**config.mk**
```make
export PLATFORM = sky130hd
export DESIGN_NAME = knn_point_fetch
export DESIGN_NICKNAME = d
export VERILOG_FILES = /design/src/rtl/knn_pkg.sv /design/src/rtl/iob_native_rd_master.sv /design/src/rtl/knn_point_fetch.sv
export SDC_FILE = /design/constraint.sdc
export NUM_CORES = 1
export LEC_CHECK = 0
export CAP_MARGIN = 20
export CORE_UTILIZATION = 45
export DETAILED_ROUTE_END_ITERATION = 16
export DONT_BUFFER_PORTS = 1
export GPL_TIMING_DRIVEN = 0
export HOLD_SLACK_MARGIN = 0.02
export PLACE_DENSITY = 0.7
export SKIP_LAST_GASP = 1
export SYNTH_ARGS = -nofsm -noshare
export SYNTH_HDL_FRONTEND = slang
export SYNTH_SLANG_ARGS = --single-unit
```
**constraint.sdc**
```tcl
create_clock -name clk -period 3 [get_ports clk]
set_input_delay 0.3 -clock clk [delete_from_list [all_inputs] [get_ports clk]]
set_output_delay 0.3 -clock clk [all_outputs]
set_load 0.1 [all_outputs]
```
**src/rtl/knn_pkg.sv**
```systemverilog
// rtl/knn_pkg.sv - shared KNN field widths, record geometry and fetch state encoding
package knn_pkg;

  localparam int COORD_W_DEF = 16;
  localparam int LABEL_W_DEF = 8;

  // Each training record is two bus words: {x,y} then label.
  localparam int REC_STRIDE = 8;
  localparam int WORD_OFS   = 4;

  typedef enum logic [2:0] {
    ST_IDLE,
    ST_RD0,
    ST_GAP0,
    ST_RD1,
    ST_PUSH,
    ST_FIN
  } fetch_state_e;

endpackage

```
**src/rtl/iob_native_rd_master.sv**
```systemverilog
// rtl/iob_native_rd_master.sv - single-outstanding native read initiator with mandatory idle gap
module iob_native_rd_master #(
  parameter int ADDR_W = 32,
  parameter int DATA_W = 32
) (
  input  logic                clk,
  input  logic                rst_n,
  input  logic                req_i,
  input  logic [ADDR_W-1:0]   addr_i,
  output logic                rsp_o,
  output logic [DATA_W-1:0]   rsp_data_o,
  output logic                m_valid_o,
  output logic [ADDR_W-1:0]   m_addr_o,
  output logic [DATA_W-1:0]   m_wdata_o,
  output logic [DATA_W/8-1:0] m_wstrb_o,
  input  logic [DATA_W-1:0]   m_rdata_i,
  input  logic                m_ready_i
);

  logic gap_q;
  logic gap_d;

  // The requester holds req_i/addr_i until rsp_o, so the bus fields stay stable.
  assign m_valid_o  = req_i & ~gap_q;
  assign m_addr_o   = m_valid_o ? addr_i : '0;
  assign m_wdata_o  = '0;
  assign m_wstrb_o  = '0;
  assign rsp_o      = m_valid_o & m_ready_i;
  assign rsp_data_o = m_rdata_i;
  assign gap_d      = rsp_o;

  always_ff @(posedge clk or negedge rst_n) begin
    if (!rst_n) begin
      gap_q <= 1'b0;
    end else begin
      gap_q <= gap_d;
    end
  end

endmodule

```
**src/rtl/knn_point_fetch.sv**
```systemverilog
// rtl/knn_point_fetch.sv - fetches a block of KNN training points over the native bus and streams them out
module knn_point_fetch
  import knn_pkg::*;
#(
  parameter int ADDR_W  = 32,
  parameter int DATA_W  = 32,
  parameter int COORD_W = COORD_W_DEF,
  parameter int LABEL_W = LABEL_W_DEF,
  parameter int CNT_W   = 16
) (
  input  logic                clk,
  input  logic                rst_n,
  input  logic                start,
  input  logic                abort,
  input  logic [ADDR_W-1:0]   base_addr,
  input  logic [CNT_W-1:0]    num_points,
  output logic                m_valid,
  output logic [ADDR_W-1:0]   m_addr,
  output logic [DATA_W-1:0]   m_wdata,
  output logic [DATA_W/8-1:0] m_wstrb,
  input  logic [DATA_W-1:0]   m_rdata,
  input  logic                m_ready,
  output logic                pt_valid,
  input  logic                pt_ready,
  output logic [COORD_W-1:0]  pt_x,
  output logic [COORD_W-1:0]  pt_y,
  output logic [LABEL_W-1:0]  pt_label,
  output logic [CNT_W-1:0]    pt_index,
  output logic                busy,
  output logic                done
);

  fetch_state_e        state_q, state_d;
  logic [ADDR_W-1:0]   cur_q, cur_d;
  logic [CNT_W-1:0]    cnt_q, cnt_d;
  logic [CNT_W-1:0]    idx_q, idx_d;
  logic [COORD_W-1:0]  x_q, x_d;
  logic [COORD_W-1:0]  y_q, y_d;
  logic [LABEL_W-1:0]  lbl_q, lbl_d;
  logic                abort_q, abort_d;

  logic                rd_req;
  logic [ADDR_W-1:0]   rd_addr;
  logic                rd_rsp;
  logic [DATA_W-1:0]   rd_data;
  logic                abort_any;
  logic [CNT_W-1:0]    idx_inc;

  iob_native_rd_master #(
    .ADDR_W (ADDR_W),
    .DATA_W (DATA_W)
  ) u_rd (
    .clk        (clk),
    .rst_n      (rst_n),
    .req_i      (rd_req),
    .addr_i     (rd_addr),
    .rsp_o      (rd_rsp),
    .rsp_data_o (rd_data),
    .m_valid_o  (m_valid),
    .m_addr_o   (m_addr),
    .m_wdata_o  (m_wdata),
    .m_wstrb_o  (m_wstrb),
    .m_rdata_i  (m_rdata),
    .m_ready_i  (m_ready)
  );

  // An abort seen mid-read is remembered until the bus transaction retires.
  assign abort_any = abort | abort_q;
  assign idx_inc   = idx_q + CNT_W'(1);

  always_comb begin
    state_d = state_q;
    cur_d   = cur_q;
    cnt_d   = cnt_q;
    idx_d   = idx_q;
    x_d     = x_q;
    y_d     = y_q;
    lbl_d   = lbl_q;
    abort_d = abort_q;
    rd_req  = 1'b0;
    rd_addr = cur_q;
    case (state_q)
      ST_IDLE: begin
        abort_d = 1'b0;
        if (start) begin
          if (num_points == '0) begin
            state_d = ST_FIN;
          end else begin
            cur_d   = base_addr;
            cnt_d   = num_points;
            idx_d   = '0;
            state_d = ST_RD0;
          end
        end
      end
      ST_RD0: begin
        rd_req = 1'b1;
        if (abort) abort_d = 1'b1;
        if (rd_rsp) begin
          x_d     = rd_data[2*COORD_W-1:COORD_W];
          y_d     = rd_data[COORD_W-1:0];
          state_d = abort_any ? ST_FIN : ST_GAP0;
        end
      end
      ST_GAP0: begin
        state_d = abort_any ? ST_FIN : ST_RD1;
      end
      ST_RD1: begin
        rd_req  = 1'b1;
        rd_addr = cur_q + ADDR_W'(WORD_OFS);
        if (abort) abort_d = 1'b1;
        if (rd_rsp) begin
          lbl_d   = rd_data[LABEL_W-1:0];
          state_d = abort_any ? ST_FIN : ST_PUSH;
        end
      end
      ST_PUSH: begin
        if (pt_ready) begin
          idx_d   = idx_inc;
          cur_d   = cur_q + ADDR_W'(REC_STRIDE);
          state_d = (abort || idx_inc == cnt_q) ? ST_FIN : ST_RD0;
        end else if (abort) begin
          state_d = ST_FIN;
        end
      end
      ST_FIN: begin
        abort_d = 1'b0;
        state_d = ST_IDLE;
      end
      default: state_d = ST_IDLE;
    endcase
  end

  always_ff @(posedge clk or negedge rst_n) begin
    if (!rst_n) begin
      state_q <= ST_IDLE;
      cur_q   <= '0;
      cnt_q   <= '0;
      idx_q   <= '0;
      x_q     <= '0;
      y_q     <= '0;
      lbl_q   <= '0;
      abort_q <= 1'b0;
    end else begin
      state_q <= state_d;
      cur_q   <= cur_d;
      cnt_q   <= cnt_d;
      idx_q   <= idx_d;
      x_q     <= x_d;
      y_q     <= y_d;
      lbl_q   <= lbl_d;
      abort_q <= abort_d;
    end
  end

  assign pt_valid = (state_q == ST_PUSH);
  assign pt_x     = x_q;
  assign pt_y     = y_q;
  assign pt_label = lbl_q;
  assign pt_index = idx_q;
  assign done     = (state_q == ST_FIN);
  // Busy covers the accepting cycle too, so an empty fetch still shows one busy cycle.
  assign busy     = (state_q == ST_RD0) || (state_q == ST_GAP0) || (state_q == ST_RD1) ||
                    (state_q == ST_PUSH) || ((state_q == ST_IDLE) && start);

endmodule

```
Yosys cells after proc, flatten, opt, wreduce, memory -nomap -nowiden
Index checks and enable logic that the tools add are counted.
{"block": "totals", "in_bits": 86, "ff_bits": 109, "wordCells": 72, "output_inout_bits": 128}
{"block": "op_classes", "reduce_logical": 18, "mux": 24, "bitwise_logic": 5, "add_sub_neg": 3, "eq_ne": 13}
{"op": "32-bit two-way mux", "count": 5}
{"op": "32-bit one-hot mux with 2 select lines", "count": 1}
{"op": "16-bit two-way mux", "count": 3}
{"op": "32-bit by 3-bit adder with 32-bit output, second input constant", "count": 1}
{"op": "32-bit by 4-bit adder with 32-bit output, second input constant", "count": 1}
{"op": "16-bit one-hot mux with 2 select lines", "count": 1}
{"op": "3-bit two-way mux", "count": 9}
{"op": "16-bit by 1-bit adder with 16-bit output, second input constant", "count": 1}
{"op": "16-bit == test", "count": 1}
{"op": "16-bit zero test", "count": 1}
{"op": "3-bit one-hot mux with 5 select lines", "count": 1}
{"op": "2-bit by 1-bit inequality test with 1-bit output, second input constant", "count": 4}
{"op": "4-bit AND reduction", "count": 2}
{"op": "3-bit by 2-bit == test with 1-bit output, second input constant", "count": 2}
{"op": "3-bit == test, second input constant", "count": 2}
{"op": "2-bit AND reduction", "count": 3}
{"op": "1-bit logical OR", "count": 5}
{"op": "2-bit inequality test, second input constant", "count": 2}
{"op": "2-bit nonzero test", "count": 2}
{"op": "2-bit OR reduction", "count": 2}
{"op": "3-bit by 1-bit == test with 1-bit output, second input constant", "count": 1}
{"op": "3-bit zero test", "count": 1}
{"op": "1-bit two-way mux", "count": 3}
{"op": "3-bit by 2-bit inequality test with 1-bit output, second input constant", "count": 1}
{"op": "6 further kinds", "count": 8}

Logic depth before layout (Yosys ltp)
Gate-level depths: netlist of the first run.
{"block": "logic_depth", "word_depth": 7, "depth_mapped": 10, "depth_no_buf": 8}

By module
From an unflattened synthesis of the first run, not the netlist that was laid out.
{"block": "unflattened", "cells_unflattened": 746, "hier_area_um2": 6916.6}
{"module": "knn_point_fetch", "area_per_inst_um2": 6052.1, "seq_area_each_um2": 2702.6, "instances": 1, "cells_each": 636}
{"module": "iob_native_rd_master", "area_per_inst_um2": 864.6, "seq_area_each_um2": 25.0, "instances": 1, "cells_each": 110}

Least setup slack after synthesis of the first run
OpenSTA, ideal clock, no wires.
{"block": "synth_timing", "kind": "register -> output", "from": "reg cur_q[3]", "to": "out m_addr[31]", "setup_slack_ps": -509, "required_time_ps": 2700, "path_stages_with_launch": 8, "t_arrival_ps": 3209, "path_buffers": 0, "path_cell_list": "dfrtp_1 -> ha_1 -> nand4_1 -> nor3_2 -> nor3b_2 -> nand3_1 -> mux2i_1 -> a21oi_1"}
{"block": "synth_via", "elab_chain_len": 3}
{"item": "start: declaration", "line_no": "knn_point_fetch.sv:34", "rtl": "logic [ADDR_W-1:0] cur_q, cur_d;"}
{"item": "start signal: assignment", "line_no": "knn_point_fetch.sv:146", "rtl": "cur_q <= cur_d;"}
{"item": "32-bit by 3-bit adder with 32-bit output", "line_no": "knn_point_fetch.sv:110", "rtl": "rd_addr = cur_q + ADDR_W'(WORD_OFS);"}
{"item": "32-bit two-way mux", "line_no": "knn_point_fetch.sv:82", "rtl": "case (state_q)"}
{"item": "32-bit two-way mux", "line_no": "iob_native_rd_master.sv:25", "rtl": "assign m_addr_o = m_valid_o ? addr_i : '0;"}
{"item": "end: declaration", "line_no": "knn_point_fetch.sv:18", "rtl": "output logic [ADDR_W-1:0] m_addr,"}
No other way between the ends.

Worst setup path after layout of the first run
{"block": "layout_timing", "from": "reg cur_q[4]", "to": "out m_addr[29]"}
The elaborated chain is that of the path after synthesis.

==> run_results.csv, run 1 <==
group,metric,value,unit
final_layout,syn2layout_area_growth,20.5,%
synth,yosys.area.top_type_share,41.5,%
cts,clkTransAtPathRegs,0.09,ns
placement,dpl.cell_count,947,
synth,synth_edf_count,0,
floorplan,pin_count,214,
floorplan,initial_core_util,46.8,%
synth,synthCells,727,
setup_path,cp_data_required_time,2.70,ns
synth,yosysWarnings,0,
final_layout,seqCellArea,2750,um^2
timing,drv_slew,0,
synth,synthArstFlopShare,100,%
route,wirelength,19400,um
floorplan,die_x,123,um
timing,final.setup_skew,0.0101,ns
route,ant_nets,0,
setup_path,slowest_stage,"nor2_4",
final_layout,fill_cells,1248,
placement,dpl.hpwl,13800,um
floorplan,die_y,123,um
min_path,min_path_type,"primary input to flip-flop",
floorplan,core.rowCount,43,
floorplan,core,14000,um^2
final_layout,final_util,56.3,%
route,drt_iter0_drc,518,
route,vias,5803,
global_route,grt_pass1_vias,5363,
cts,clk_path_buf_depth,2,
synth,yosysMostFrequentCell,"dfrtp_1",
timing,max_freq,339,MHz
cts,clk-insertion-delay-late,0.36,ns
global_route,track_usage,25.9,%
placement,place_congestion,0.919,
cts,htreeDepth,3,
setup_path,path_max_fanout,6,
outcome,status,"complete, no violations",
timing,rsz0062_at_grt,"true",
synth,netlist-cell-type-count,60,
timing,hold_viol_final,0,
route,wl_per_cell,19.8,um
synth,synth_seq_cells,109,
route,drc,0,
setup_path,worstPathArrival,2.65,ns
cts,cts_root_buffer,"clkbuf_16",
synth,ys_seq_area_share,41.5,%
cts,cts_buffers,9,
final_layout,stdcell_count,980,
setup_path,crit_chain,"ha_4, nand4_1, nor3_4, buf_12, nor3b_4, nand3_2, xnor2_2, nor2_4",
timing,relSlewSlack,22.3,%
cts,tritoncts,"yes",
setup_path,startpoint_type,"flip-flop",
final_layout,final_layout_size_suffix_gt1_share,28.0,%
global_route,grt_max_degree,110,
global_route,grt-ovfl-total,0,
synth,netlist_area,6570,um^2
cts,cts.sink_count,109,
route,dr.pass1.iters,5,
final_layout,nets,883,
final_layout,multiInputGateArea,3790,um^2
timing,tns,0,ns
synth,synth_area_per_cell,9.03,um^2
synth,synth_common_cells,"dfrtp_1, nand2_1, nor2_1, mux2_2, a21oi_1",
setup_path,slowest_delay,0.52,ns
global_route,grt_pass1_wl,29400,um
setup_path,endpoint_kind,"output pin",
synth,yosys-top-cells-area,"dfrtp_1, mux2_2, a21oi_1",
synth,synth_top_flop_cell,"dfrtp_1",
global_route,antenna_found_initial,0,
run,maxCapViolCount,0,
timing,timing_worst_slew_pin_value,1.16,ns
synth,yosys.area.top_type,"dfrtp_1",
timing,finalCriticalPeriod,2.95,ns
timing,finalCritPeriodShare,98.2,%
timing,setup_viol,0,
placement,io_buffers,0,
setup_path,r2r_slack,0.12,ns
floorplan,die_area,15100,um^2
timing,holdWs,0.0693,ns
setup_path,critPathKind,"flip-flop to output pin",
route,routed_via_density,5.92,
cells by family after synthesis:
family / after synthesis / share of synthesized area (%)
and+or+nand+nor: 251 / 18.9
DFF: 109 / 41.5
xor gates and xnor gates: 40 / 5.34
adders and majority gates: 3 / 0.572
buffers and inverters: 94 / 7.64
AOI/OAI and AO/OA: 167 / 15.4
other: 1 / 0.0571
muxes: 62 / 10.6
worst max-delay path: cells and delay by family, from the launching register on:
family	cells	cell delay (ns)
buffers and inverters	1	0.14
flip-flops	1	0.40
adder cells (fa/ha/maj)	1	0.17
AND/OR/NAND/NOR	5	1.35
XOR/XNOR	1	0.21
what timing repair did:
item	4_1_cts	5_1_grt
buffers inserted	10	10
gates resized for setup	46	28
hold buffers	2	0
endpoints found under the setup margin	64	62
pin swaps	12	25
endpoints found under the hold margin	109	0
layout by cell type (no fill, tap or decap), types with 4 or more instances in the layout:
| cell | count |
|---|---|
| a21oi_1 | 46 |
| a21oi_2 | 5 |
| a2bb2oi_1 | 10 |
| a31oi_1 | 7 |
| and3_1 | 9 |
| buf_16 | 6 |
| buf_2 | 12 |
| buf_4 | 57 |
| clkbuf_1 | 23 |
| clkbuf_16 | 9 |
| conb_1 | 36 |
| dfrtp_1 | 97 |
| dfrtp_2 | 10 |
| inv_1 | 9 |
| mux2_2 | 57 |
| mux2i_1 | 4 |
| nand2_1 | 66 |
| nand3_1 | 27 |
| nand4_1 | 20 |
| nor2_1 | 40 |
| nor2_2 | 5 |
| nor2_4 | 23 |
| nor2b_1 | 4 |
| nor3_1 | 10 |
| nor3b_1 | 5 |
| nor4_1 | 6 |
| o21ai_0 | 53 |
| o22ai_1 | 11 |
| o31ai_1 | 6 |
| or3_1 | 6 |
| xnor2_1 | 25 |
| xor2_1 | 14 |
cell type report:
cell class,count,area share (%)
Clock buffer,9,2.85
Antenna cell,1,0.0316
Multi-Input combinational cell,559,47.9
Clock inverter,7,1.01
Timing Repair Buffer,28,4.43
Tap cell,180,2.85
Buffer,76,5.65
Sequential cell,109,34.7
Inverter,11,0.585
metrics by stage:
stage          setup WS, ns  area (um^2)
6_report             0.0529         7910
5_1_grt             -0.0417         7910
4_1_cts             -0.0246         7740
3_5_place_dp         -0.329         7140
3_3_place_gp         -0.508         6980
2_1_floorplan        0.0106         6750
flip-flops by register name, summed over array words and instances, names as in the netlist:
name / flops
state_q: 3
pt_label: 8
pt_x: 16
pt_index: 16
abort_q: 1
cur_q: 32
cnt_q: 16
u_rd.gap_q: 1
pt_y: 16
worst paths after layout:
path	end	cells after the start	startpoint
max	m_addr[29]	8	cur_q[4]
min	cur_q[1]	2	base_addr[1]
max reg2reg	state_q[2]	6	pt_index[11]
min reg2reg	cur_q[1]	2	cur_q[1]
max in group asynchronous	cur_q[11]	2	rst_n
min in group asynchronous	pt_index[13]	2	rst_n
per-layer routing:
metal	track usage [%]	routed length (um)	share of wire, %
met5	0	0	0
met4	8.38	454	2.3
met3	7.81	2110	11
met2	39.3	8930	46
met1	35.1	7950	41
Power of run 1 is left out: the tool's default activity adds up to more than one toggle a clock period on the data nets, which glitch-free logic cannot reach.
==> inputs of run 2 (changes only) <==
==> constraint.sdc (replaced) <==
create_clock -name clk -period 2.9 [get_ports clk]
set_input_delay 0.29 -clock clk [delete_from_list [all_inputs] [get_ports clk]]
set_output_delay 0.29 -clock clk [all_outputs]
set_load 0.1 [all_outputs]
==> run 2 against run 1 <==
Against the previous run: non-clock buffer count is the same; sequential share of layout area down 0.58 points; first-iteration DRC count decreased by 17%; register-to-register slack lost 0.04 ns; die area is the same; worst hold slack got worse by 0.011 ns; utilization increased by 1.1 points; global-route usage decreased by 0.33 points; final area up 1.9%; via count is 0.47% lower; clock-buffer cell count is the same; critical path type unchanged; highest routed layer unchanged.
==> run_results.csv, run 2 (synthesized netlist as in run 1, its figures left out) <==
group,metric,value,unit
timing,timing_worst_slew_pin_value,1.11,ns
timing,hold_viol_final,0,
final_layout,fin_area,8060,um^2
route,dr.pass1.iters,5,
setup_path,crit_top_cell,"nand4_1",
placement,place_congestion,0.898,
setup_path,critical_path.top_delay_family,"simple AND/OR/NAND/NOR gates",
timing,setup_viol,0,
global_route,grt_pass1_vias,5320,
setup_path,worstPathArrival,2.60,ns
placement,dp_worst_setup_slack,-0.387,ns
route,vias,5776,
setup_path,path_buf_inv,1,
cts,cts.sink_count,109,
timing,layout_setup_ws,0.0149,ns
floorplan,core,14000,um^2
route,drt_iter0_drc,428,
final_layout,final_cell_mix,"dfrtp_1, nand2_1, mux2_2",
final_layout,final_common_cell,"dfrtp_1",
timing,final.setup_skew,0.0121,ns
setup_path,slowest_delay,0.59,ns
setup_path,endpoint_kind,"output pin",
floorplan,die_x,123,um
placement,io_buffers,0,
floorplan,die_area,15100,um^2
floorplan,pin_count,214,
final_layout,final_layout_size_suffix_gt1_share,30.4,%
cts,cts_buffers,9,
final_layout,seqCellArea,2750,um^2
global_route,grt_max_degree,110,
outcome,status,"complete, no violations",
setup_path,slowest_stage,"a21oi_4",
final_layout,syn2layout_area_growth,22.8,%
timing,relSlewSlack,26.2,%
setup_path,crit_chain,"ha_4, nand4_1, nor3_4, buf_6, nand4_1, or3_4, a21oi_4",
timing,drv_slew,0,
final_layout,largest_reg_flops,32,
floorplan,initial_core_util,46.8,%
placement,dpl_cell_area,7120,um^2
setup_path,critPathKind,"flip-flop to output pin",
setup_path,startpoint_type,"flip-flop",
final_layout,nets,883,
run,maxCapViolCount,0,
floorplan,die_y,123,um
timing,finalCritPeriodShare,99.5,%
setup_path,cp_data_required_time,2.61,ns
floorplan,core.rowCount,43,
timing,finalCriticalPeriod,2.89,ns
cts,tritoncts,"yes",
route,wirelength,19200,um
route,ant_nets,0,
cts,clk_path_buf_depth,2,
cts,clk-insertion-delay-late,0.37,ns
global_route,antenna_found_initial,0,
global_route,track_usage,25.5,%
final_layout,fill_cells,1243,
placement,dpl.hpwl,13700,um
route,drc,0,
setup_path,path_max_fanout,8,
final_layout,regMostFlops,"cur_q",
global_route,grt-ovfl-total,0,
cts,clkTransAtPathRegs,0.08,ns
global_route,grt_pass1_wl,29000,um
route,routed_via_density,5.89,
route,wl_per_cell,19.6,um
final_layout,multiInputGateArea,3920,um^2
min_path,min_path_type,"primary input to flip-flop",
timing,rsz0062_at_grt,"true",
timing,max_freq,347,MHz
cts,htreeDepth,3,
cts,cts_root_buffer,"clkbuf_16",
==> run 2: changes by cell type in the layout (fill, tap and decap cells not counted), moves of 3 or more <==
cell	before	now
xnor2_1	25	21
dfrtp_1	97	92
nor2_1	40	35
dfrtp_2	10	15
xnor2_2	1	4
nor2_4	23	28
buf_6	0	6
==> run 2: cell type report <==
class | count | share of cell area (%)
multi-input cells | 559 | 48.6
diodes | 1 | 0.0310
inverters | 11 | 0.574
well taps | 180 | 2.79
repair buffers | 28 | 4.03
clock buffers | 9 | 2.79
clock inverters | 7 | 1.30
flip-flops and latches | 109 | 34.2
plain buffers | 76 | 5.73
==> run 2: worst paths after layout <==
path,cells past startpoint,end,slack [ns],from
setup / recovery,7,m_addr[23],0.01,cur_q[3]
hold / removal,2,cur_q[2],0.06,base_addr[2]
setup reg to reg,7,state_q[2],0.08,pt_index[0]
hold reg to reg,2,cur_q[0],0.49,cur_q[0]
max in group asynchronous,2,pt_index[0],1.86,rst_n
min in group asynchronous,2,pt_y[4],0.54,rst_n
==> run 2: worst register-to-register path, delay by kind of cell, from the launching register on <==
kind            cells  cell delay (ns)
flops               1             0.66
compound gates      2             0.37
xor+xnor            1             0.17
fa+ha+maj           1             0.35
simple gates        3             1.18
==> run 2: repair_timing <==
action / in CTS / in global routing
hold buffers: 2 / 0
gates resized for setup: 60 / 50
setup buffers: 14 / 10
endpoints found under the hold margin: 109 / 0
setup endpoints to repair: 64 / 57
pin swaps: 14 / 33
==> run 2: metrics by stage <==
step | setup TNS (ns) | utilization (%) | hold slack [ns] | std cells
final | 0 | 57.4 | 0.0582 | 980
after global routing | -0.501 | 57.4 | 0.0592 | 979
after CTS | -0.0901 | 55.7 | 0.0466 | 971
after detailed placement | -9.21 | 50.7 | -0.00251 | 946
after global placement | -17.86 | 49.8 | -0.00184 | 942
after floorplan | -0.0468 | - | -0.00559 | 762
==> run 2: routing by layer <==
metal / GRT usage, % / up-vias / share of wire [%]
li1: - / 2658 / -
met1: 33.7 / 2749 / 40
met2: 38.3 / 331 / 45
met3: 6.97 / 38 / 11
met4: 12.9 / 0 / 3.4
met5: 0 / - / 0
Power of run 2 is left out for the same reason.
==> inputs of run 3 (changes only) <==
--- a/config.mk
+++ b/config.mk
@@ -11,8 +11,9 @@
 export DONT_BUFFER_PORTS = 1
 export GPL_TIMING_DRIVEN = 0
 export HOLD_SLACK_MARGIN = 0.02
+export MAX_ROUTING_LAYER = met4
 export PLACE_DENSITY = 0.7
-export SKIP_LAST_GASP = 1
+export REMOVE_ABC_BUFFERS = 1
 export SYNTH_ARGS = -nofsm -noshare
 export SYNTH_HDL_FRONTEND = slang
 export SYNTH_SLANG_ARGS = --single-unit
==> run 3 against run 2 <==
Against the previous run: die area did not move; first-iteration DRC count fell by 1.9%; utilization fell by 2.1 points; final area fell by 3.7%; non-clock buffer count fell by 66; clock skew barely moved; setup slack got worse by 0.021 ns; wire length fell by 2.5%; via count fell by 3.6%; the flow now finishes with violations (setup timing); critical endpoint is now m_addr[19].
==> run_results.csv, run 3 (synthesized netlist as in run 1, its figures left out) <==
group,metric,value,unit
floorplan,die_x,123,um
final_layout,final_common_cell,"dfrtp_1",
setup_path,slowest_stage,"a21oi_4",
floorplan,initial_core_util,46.8,%
final_layout,largest_reg_flops,32,
floorplan,pin_count,214,
floorplan,die_y,123,um
placement,dpl.hpwl,12800,um
cts,cts.sink_count,109,
global_route,grt_pass1_vias,5360,
setup_path,cp_data_required_time,2.61,ns
setup_path,reg2reg_from,"state_q[1]",
floorplan,core.rowCount,43,
timing,drv_slew,0,
setup_path,worstPathArrival,2.62,ns
timing,relSlewSlack,25.3,%
setup_path,crit_chain,"ha_4, nand4_1, nor3_4, buf_12, nand4_1, or3_4, a21oi_4",
setup_path,endpoint_kind,"output pin",
cts,cts_buffers,9,
timing,hold_viol_final,0,
final_layout,syn2layout_area_growth,18.3,%
floorplan,core,14000,um^2
final_layout,final_util,55.3,%
final_layout,fill_cells,1187,
route,vias,5570,
final_layout,nets,818,
route,wirelength,18700,um
setup_path,crit_top_cell,"nand4_1",
setup_path,reg2reg_depth,8,
global_route,grt-ovfl-total,0,
cts,clk_path_buf_depth,2,
cts,htreeDepth,3,
global_route,track_usage,25.8,%
route,drc,0,
cts,clkTransAtPathRegs,0.08,ns
setup_path,startpoint_type,"flip-flop",
timing,layout_setup_ws,-0.00651,ns
timing,finalCritPeriodShare,100,%
timing,finalCriticalPeriod,2.91,ns
final_layout,regMostFlops,"cur_q",
setup_path,r2r_slack,0.11,ns
timing,tns,-0.00651,ns
min_path,min_from,"base_addr[2]",
placement,io_buffers,0,
route,routed_via_density,6.10,
global_route,antenna_found_initial,0,
setup_path,critPathKind,"flip-flop to output pin",
final_layout,final_layout_size_suffix_gt1_share,29.6,%
timing,setup_viol,1,
placement,dpl_cell_area,6740,um^2
route,dr.pass1.iters,5,
min_path,min_path_type,"primary input to flip-flop",
route,drt_iter0_drc,420,
setup_path,slowest_delay,0.58,ns
final_layout,antennaDiodeCount,0,
placement,place_congestion,0.906,
floorplan,die_area,15100,um^2
final_layout,fin_area,7770,um^2
min_path,hold_path_depth,2,
cts,clk-insertion-delay-late,0.36,ns
outcome,violations,"setup timing",
cts,tritoncts,"yes",
timing,timing_worst_slew_pin_value,1.12,ns
route,ant_nets,0,
final_layout,final_cell_mix,"dfrtp_1, nand2_1, mux2_2",
cts,cts_root_buffer,"clkbuf_16",
timing,rsz0062_at_grt,"true",
global_route,grt_pass1_wl,28600,um
timing,final.setup_skew,0.0122,ns
timing,max_freq,344,MHz
global_route,grt_max_degree,110,
setup_path,r2r-end,"state_q[2]",
outcome,status,"finished with violations",
min_path,min_to,"cur_q[2]",
route,wl_per_cell,20.5,um
setup_path,path_max_fanout,8,
run,maxCapViolCount,0,
[run 3: layout make-up]
class                           count  area, um^2  share of cell area, %
Timing Repair Buffer               38         459                   5.91
Sequential cell                   109        2760                   35.6
Multi-Input combinational cell    560        3970                   51.1
Clock buffer                        9         225                   2.90
Tap cell                          180         225                   2.90
Clock inverter                      6        65.1                  0.838
Inverter                           11        58.8                  0.757
[run 3: critical path, delay by kind of cell (launching register included)]
kind	cells	cell delay, ns
AOI/OAI and AO/OA	1	0.58
adders and majority gates	1	0.14
buffers and inverters	1	0.15
DFF	1	0.41
and+or+nand+nor	4	0.98
[run 3: worst max-delay path by stage]
stage                    start  cells past startpoint           end
finish                cur_q[3]                      7    m_addr[19]
CTS                   cur_q[2]                      7    m_addr[28]
global placement    state_q[1]                      6   pt_index[7]
global route          cur_q[3]                      7    m_addr[19]
detailed placement  state_q[1]                      8  pt_index[12]
floorplan           state_q[1]                      6   pt_index[7]
[run 3: stage by stage]
step | hold WS, ns | std cells | worst slack, ns
finish | 0.0562 | 913 | -0.00651
CTS | 0.0496 | 901 | -0.0451
global route | 0.0597 | 913 | -0.107
detailed placement | 0.000319 | 867 | -0.969
floorplan | -0.00559 | 679 | -1.05
global placement | -0.0000486 | 859 | -2.56
[run 3: layer usage]
metal	global-route usage (%)	vias up	wire length [um]
met3	7.34	31	1840
met1	31.0	2730	7430
met4	9.53	0	349
li1	-	2521	-
met5	-	-	0
met2	40.9	288	9070
[run 3: repair_timing]
action                                  CTS  global route
gates cloned                              1             0
endpoints found under the hold margin   109             0
buffers inserted                         16            12
pin swaps                                15            25
endpoints found under the setup margin  117            48
hold buffers                              2             0
gates resized for setup                  62            54
Power of run 3 is left out for the same reason.
